`src/rtl/hex_digit_scanner_if.sv`:
```
// Host-side and display-side signals of the hex digit scanner.
// The host drives load/value_in/blank_lz; the scanner drives the digit outputs.
interface hex_digit_scanner_if #(
  parameter int DIGITS = 4
);
  logic                  load;
  logic [4*DIGITS-1:0]   value_in;
  logic                  blank_lz;
  logic [3:0]            nibble_out;
  logic [DIGITS-1:0]     an_n;
  logic                  digit_tick;

  modport master (
    output load, value_in, blank_lz,
    input  nibble_out, an_n, digit_tick
  );

  modport slave (
    input  load, value_in, blank_lz,
    output nibble_out, an_n, digit_tick
  );
endinterface

```
`src/rtl/hex_digit_scanner.sv`:
```
// Time-multiplexed scan controller for a common-anode hex display. New values are
// captured on load and only swapped into the displayed register at a frame boundary.
module hex_digit_scanner #(
  parameter int DIGITS   = 4,
  parameter int PRESCALE = 50000,
  parameter int PW       = 16
) (
  input  logic                  clk,
  input  logic                  reset,
  hex_digit_scanner_if.slave    bus
);
  localparam int             IW       = (DIGITS > 1) ? $clog2(DIGITS) : 1;
  localparam logic [PW-1:0]  PRE_LAST = PW'(PRESCALE - 1);
  localparam logic [IW-1:0]  IDX_LAST = IW'(DIGITS - 1);

  logic [PW-1:0]        pre;
  logic [IW-1:0]        idx;
  logic [4*DIGITS-1:0]  shadow;
  logic [4*DIGITS-1:0]  disp;
  logic                 pend;
  logic                 lz_q;

  logic                 tick;
  logic                 fb;
  logic [DIGITS-1:0]    zero_from;
  logic                 blank;
  logic [DIGITS-1:0]    an_n_c;

  assign tick = (pre == PRE_LAST);
  assign fb   = tick && (idx == IDX_LAST);

  always_ff @(posedge clk) begin
    if (reset) begin
      pre    <= '0;
      idx    <= '0;
      shadow <= '0;
      disp   <= '0;
      pend   <= 1'b0;
      lz_q   <= 1'b0;
    end else begin
      pre <= tick ? '0 : pre + 1'b1;
      if (tick)
        idx <= (idx == IDX_LAST) ? '0 : idx + 1'b1;
      if (bus.load)
        shadow <= bus.value_in;
      if (fb) begin
        lz_q <= bus.blank_lz;
        pend <= 1'b0;
        // a load landing on the boundary bypasses the shadow wait
        if (bus.load)
          disp <= bus.value_in;
        else if (pend)
          disp <= shadow;
      end else if (bus.load) begin
        pend <= 1'b1;
      end
    end
  end

  // zero_from[k]: every nibble from the top down to k is zero
  always_comb begin
    logic all_zero;
    all_zero  = 1'b1;
    zero_from = '0;
    for (int k = DIGITS - 1; k >= 0; k--) begin
      all_zero     = all_zero & (disp[4*k +: 4] == 4'h0);
      zero_from[k] = all_zero;
    end
  end

  assign blank = lz_q && (idx != '0) && zero_from[idx];

  always_comb begin
    an_n_c = '1;
    if (!blank)
      an_n_c[idx] = 1'b0;
  end

  assign bus.nibble_out = disp[{idx, 2'b00} +: 4];
  assign bus.an_n       = an_n_c;
  assign bus.digit_tick = tick;
endmodule

```
`src/flat_wrapper.sv`:
```
// flat-port wrapper written by rule: the top's interface ports become plain ports
module hex_digit_scanner_flat 
#(
  parameter int DIGITS   = 4,
  parameter int PRESCALE = 50000,
  parameter int PW       = 16
)
  (clk, reset, bus_load, bus_value_in, bus_blank_lz, bus_nibble_out, bus_an_n, bus_digit_tick);
  hex_digit_scanner_if #(.DIGITS(DIGITS)) bus_i ();
  input  logic clk;
  input  logic reset;
  input wire logic [$bits(bus_i.load)-1:0] bus_load;
  input wire logic [$bits(bus_i.value_in)-1:0] bus_value_in;
  input wire logic [$bits(bus_i.blank_lz)-1:0] bus_blank_lz;
  output wire logic [$bits(bus_i.nibble_out)-1:0] bus_nibble_out;
  output wire logic [$bits(bus_i.an_n)-1:0] bus_an_n;
  output wire logic [$bits(bus_i.digit_tick)-1:0] bus_digit_tick;
  assign bus_i.load = bus_load;
  assign bus_i.value_in = bus_value_in;
  assign bus_i.blank_lz = bus_blank_lz;
  assign bus_nibble_out = bus_i.nibble_out;
  assign bus_an_n = bus_i.an_n;
  assign bus_digit_tick = bus_i.digit_tick;
  hex_digit_scanner #(.DIGITS(DIGITS), .PRESCALE(PRESCALE), .PW(PW)) u_core (.clk(clk), .reset(reset), .bus(bus_i));
endmodule
```
`config.mk`:
```
export PLATFORM = sky130hd
export DESIGN_NAME = hex_digit_scanner_flat
export DESIGN_NICKNAME = d
export VERILOG_FILES = /design/src/rtl/hex_digit_scanner_if.sv /design/src/rtl/hex_digit_scanner.sv /design/src/flat_wrapper.sv
export SDC_FILE = /design/constraint.sdc
export NUM_CORES = 1
export LEC_CHECK = 0
export ABC_CLOCK_PERIOD_IN_PS = 2800
export CORE_ASPECT_RATIO = 0.6
export CORE_MARGIN = 5
export CORE_UTILIZATION = 49
export CTS_CLUSTER_SIZE = 40
export DETAILED_ROUTE_END_ITERATION = 16
export PLACE_DENSITY = 0.77
export SETUP_SLACK_MARGIN = 0.5
export SLEW_MARGIN = 10
export SYNTH_ARGS = -nofsm -noshare
export SYNTH_HDL_FRONTEND = slang
export SYNTH_SLANG_ARGS = --single-unit
export TNS_END_PERCENT = 1
```
`constraint.sdc`:
```
create_clock -name clk -period 2.8 [get_ports clk]
set_clock_uncertainty 0.2 [all_clocks]
set_input_delay 0.28 -clock clk [delete_from_list [all_inputs] [get_ports clk]]
set_output_delay 0.28 -clock clk [all_outputs]
set_load 0.005 [all_outputs]
```
==> metrics.cfg <==
[sta]
finalHoldViolCount = 0
period_needed_ps = 2588
setup_tns_ps = 0
fin_ws_ps = 211.9
rsz0062_at_grt = true
clock.fmax_mhz = 386.4
finalCritPeriodShare_pct = 92.43
setup_viol = 0
worstMarginPinSlew_ps = 369.5
worst_hold_slack_ps = 269.7
maxSlewHeadroom_pct = 75.37
slew_violations = 0

[placed_design]
dpl_cell_area_mm2 = 0.002734
place.gp.congestion = 0.8458
dpl.cell_count = 318
port_buffers = 28
dp_hpwl_um = 3581
dp_slack_ps = 149.5

[clock_network]
cts.sinks = 52
cts-hold-fix-buffers = 0
cts_tree = done
cts_buffers = 5
htree_levels = 2
clkLatencyLatePin_ps = 300
cts_buffer_depth = 2
cts.reportedPaths.clkPinSlew_ps = 90
clockRootBuffer = clkbuf_8

[outcome]
run_status = finished clean

[yosys]
syn_inst = 231
synth.yosys.seq_area_share_pct = 43.81
mappedNetlistNets = 257
syn_area_per_cell_um2 = 10.29
synth.distinct_cells = 35
synth_edf_count = 0
yosys.area.top_type = dfxtp_1
ys_top_cells_by_count = dfxtp_1, nor2_1, mux2i_1, nor2b_1, xnor2_1
post-synth-top-count-cell = dfxtp_1
yosys_warnings = 0
syn_area_mm2 = 0.002376
ys.flop_type = dfxtp_1
synth_top_area_share_pct = 43.81
synth_seq_cells = 52
async_flop_share_pct = 0
synth_top_cells_by_area = dfxtp_1, mux2i_1, mux2_4

[final_layout]
final_nets = 289
seqCellArea_mm2 = 0.001050
antenna_cells = 0
num-fill-cells = 395
final_cells = 326
multiInputGateArea_mm2 = 0.001279
areaGrowthSynthToFinish_pct = 21.22
layout-drive-gt1-share_pct = 21.29
final_cell_area_mm2 = 0.002880

[drt]
vias = 1697
drc = 0
ant_nets = 0
dr_wl_met3_um = 270
drt-met1-wl_um = 2508
highest_layer = met4
drt-total-wl_um = 4876
dr_wl_met2_um = 2046
drtIter0Drc = 95
wl_per_cell_um = 14.96
via_per_inst = 5.206
drt_pass1_iterations = 4

[critical_path]
worstPathRequired_ps = 2800
r2r_end = u_core.disp[12]$_SDFFE_PP0P_
worstPathArrival_ps = 2580
worst-setup-path-type = reg2reg
worstSetupStartpointType = flip-flop
cp_max_fo = 16
r2r_start = u_core.pre[13]$_SDFF_PP0_
rr_worst_depth = 5
rrSetupSlack_ps = 210
crit_path_end_kind = flip-flop

[power]
p_sw_share_pct = 22.69
power_frac_comb_pct = 6.4
seqPwrFrac_pct = 60.9
leakagePower_uw = 0.001118
p_switching_uw = 284.4
p_int_uw = 969.0
clockPowerShare_pct = 32.7
ir_worst_vdd_mv = 0.2955
p_per_area_mw_per_mm2 = 435.2

[floorplanning]
start_util_pct = 51.26
dieArea_mm2 = 0.006388
die_w_um = 99.90
die_h_um = 63.94
row_count = 19
design.core.area_mm2 = 0.004636
boundaryPins = 29

[hold_path]
holdPathStages = 1
hp-class = reg2reg
hp-start = u_core.pre[0]$_SDFF_PP0_
min_to = u_core.pre[0]$_SDFF_PP0_

[global_route]
overflow = 0
grt_pass1_wl_um = 8438
antenna_found_initial = 0
grt_start_max_net_pins = 39
grt_pass1_vias = 1753
track_usage_pct = 16.53

[run]
maxCapViolations = 0

-- per-layer routing --
layer / vias up / GRT usage (%)
li1: 855 / -
met1: 797 / 23.65
met2: 39 / 24.50
met3: 6 / 4.674
met4: 0 / 4.259
met5: - / 0
-- worst max path at each step --
stage / start / end / slack [ps]
floorplan: u_core.pre[7]$_SDFF_PP0_ / u_core.disp[10]$_SDFFE_PP0P_ / 190
global placement: u_core.pre[5]$_SDFF_PP0_ / u_core.disp[13]$_SDFFE_PP0P_ / 230
detailed placement: u_core.pre[5]$_SDFF_PP0_ / u_core.disp[6]$_SDFFE_PP0P_ / 150
CTS: u_core.pre[13]$_SDFF_PP0_ / u_core.disp[6]$_SDFFE_PP0P_ / 210
global route: u_core.idx[0]$_SDFFE_PP0P_ / bus_an_n[2] / 140
finish: u_core.pre[13]$_SDFF_PP0_ / u_core.disp[12]$_SDFFE_PP0P_ / 210
-- logic make-up after synthesis --
group / synth area share (%)
xor+xnor: 5.161
compound gates: 2.106
buf+inv: 4.371
mux: 19.69
flops: 43.81
simple gates: 21.70
fa+ha+maj: 3.159
-- registers in the layout, indices dropped and copies added, names as in the netlist --
signal	flops
u_core.disp	16
u_core.pre	16
u_core.shadow	16
u_core.idx	2
u_core.lz_q	1
u_core.pend	1
-- power by group through the flow --
stage               registers (µW)  logic, µW  clock network, µW
floorplan                      780       44.6                  0
global placement               781       78.5                  0
detailed placement             782       80.5                  0
CTS                            763       81.1                422
global route                   766       88.6                461
finish                         763       80.0                410
-- final cells by class --
class                      count  area share [%]
clock buffer                   5           2.389
clock inverter                 2          0.4344
inverter                       8           1.043
multi-input combinational    159           44.40
sequential                    52           36.45
tap                           63           2.737
timing repair buffer          37           12.55
-- through the flow --
| stage | utilization (%) | power (µW) |
|---|---|---|
| floorplan | - | 824.5 |
| finish | 62.13 | 1253 |
| detailed placement | 58.97 | 862.2 |
| global placement | 58.97 | 859.2 |
| global route | 62.13 | 1315 |
| CTS | 61.62 | 1266 |
-- timing repair --
| action | CTS | global route |
|---|---|---|
| cloned | 0 | 0 |
| setup endpoints to repair | 37 | 40 |
| resized for setup | 10 | 8 |
| pin swaps | 1 | 2 |
| buffers inserted | 1 | 0 |
-- critical path: stages (launching register included) --
cell     delay (ps)
dfxtp_4         370
or4b_1          520
or4_4           530
or3b_4          400
buf_12          170
mux2_4          290
-- cell usage in the layout (no fill, tap or decap), types with 6 or more instances in the layout --
| cell type | Yosys | final |
|---|---|---|
| dfxtp_1 | 52 | 47 |
| nor2_1 | 35 | 35 |
| clkdlybuf4s50_1 | 0 | 26 |
| mux2i_1 | 16 | 16 |
| nor2b_1 | 16 | 16 |
| xnor2_1 | 11 | 11 |
| mux2_4 | 10 | 10 |
| nor4_1 | 10 | 8 |
| buf_4 | 0 | 8 |
| inv_1 | 8 | 7 |
| nand3_1 | 7 | 7 |
| mux2_2 | 6 | 6 |
Note: power is estimated with default switching activity, not from simulation.
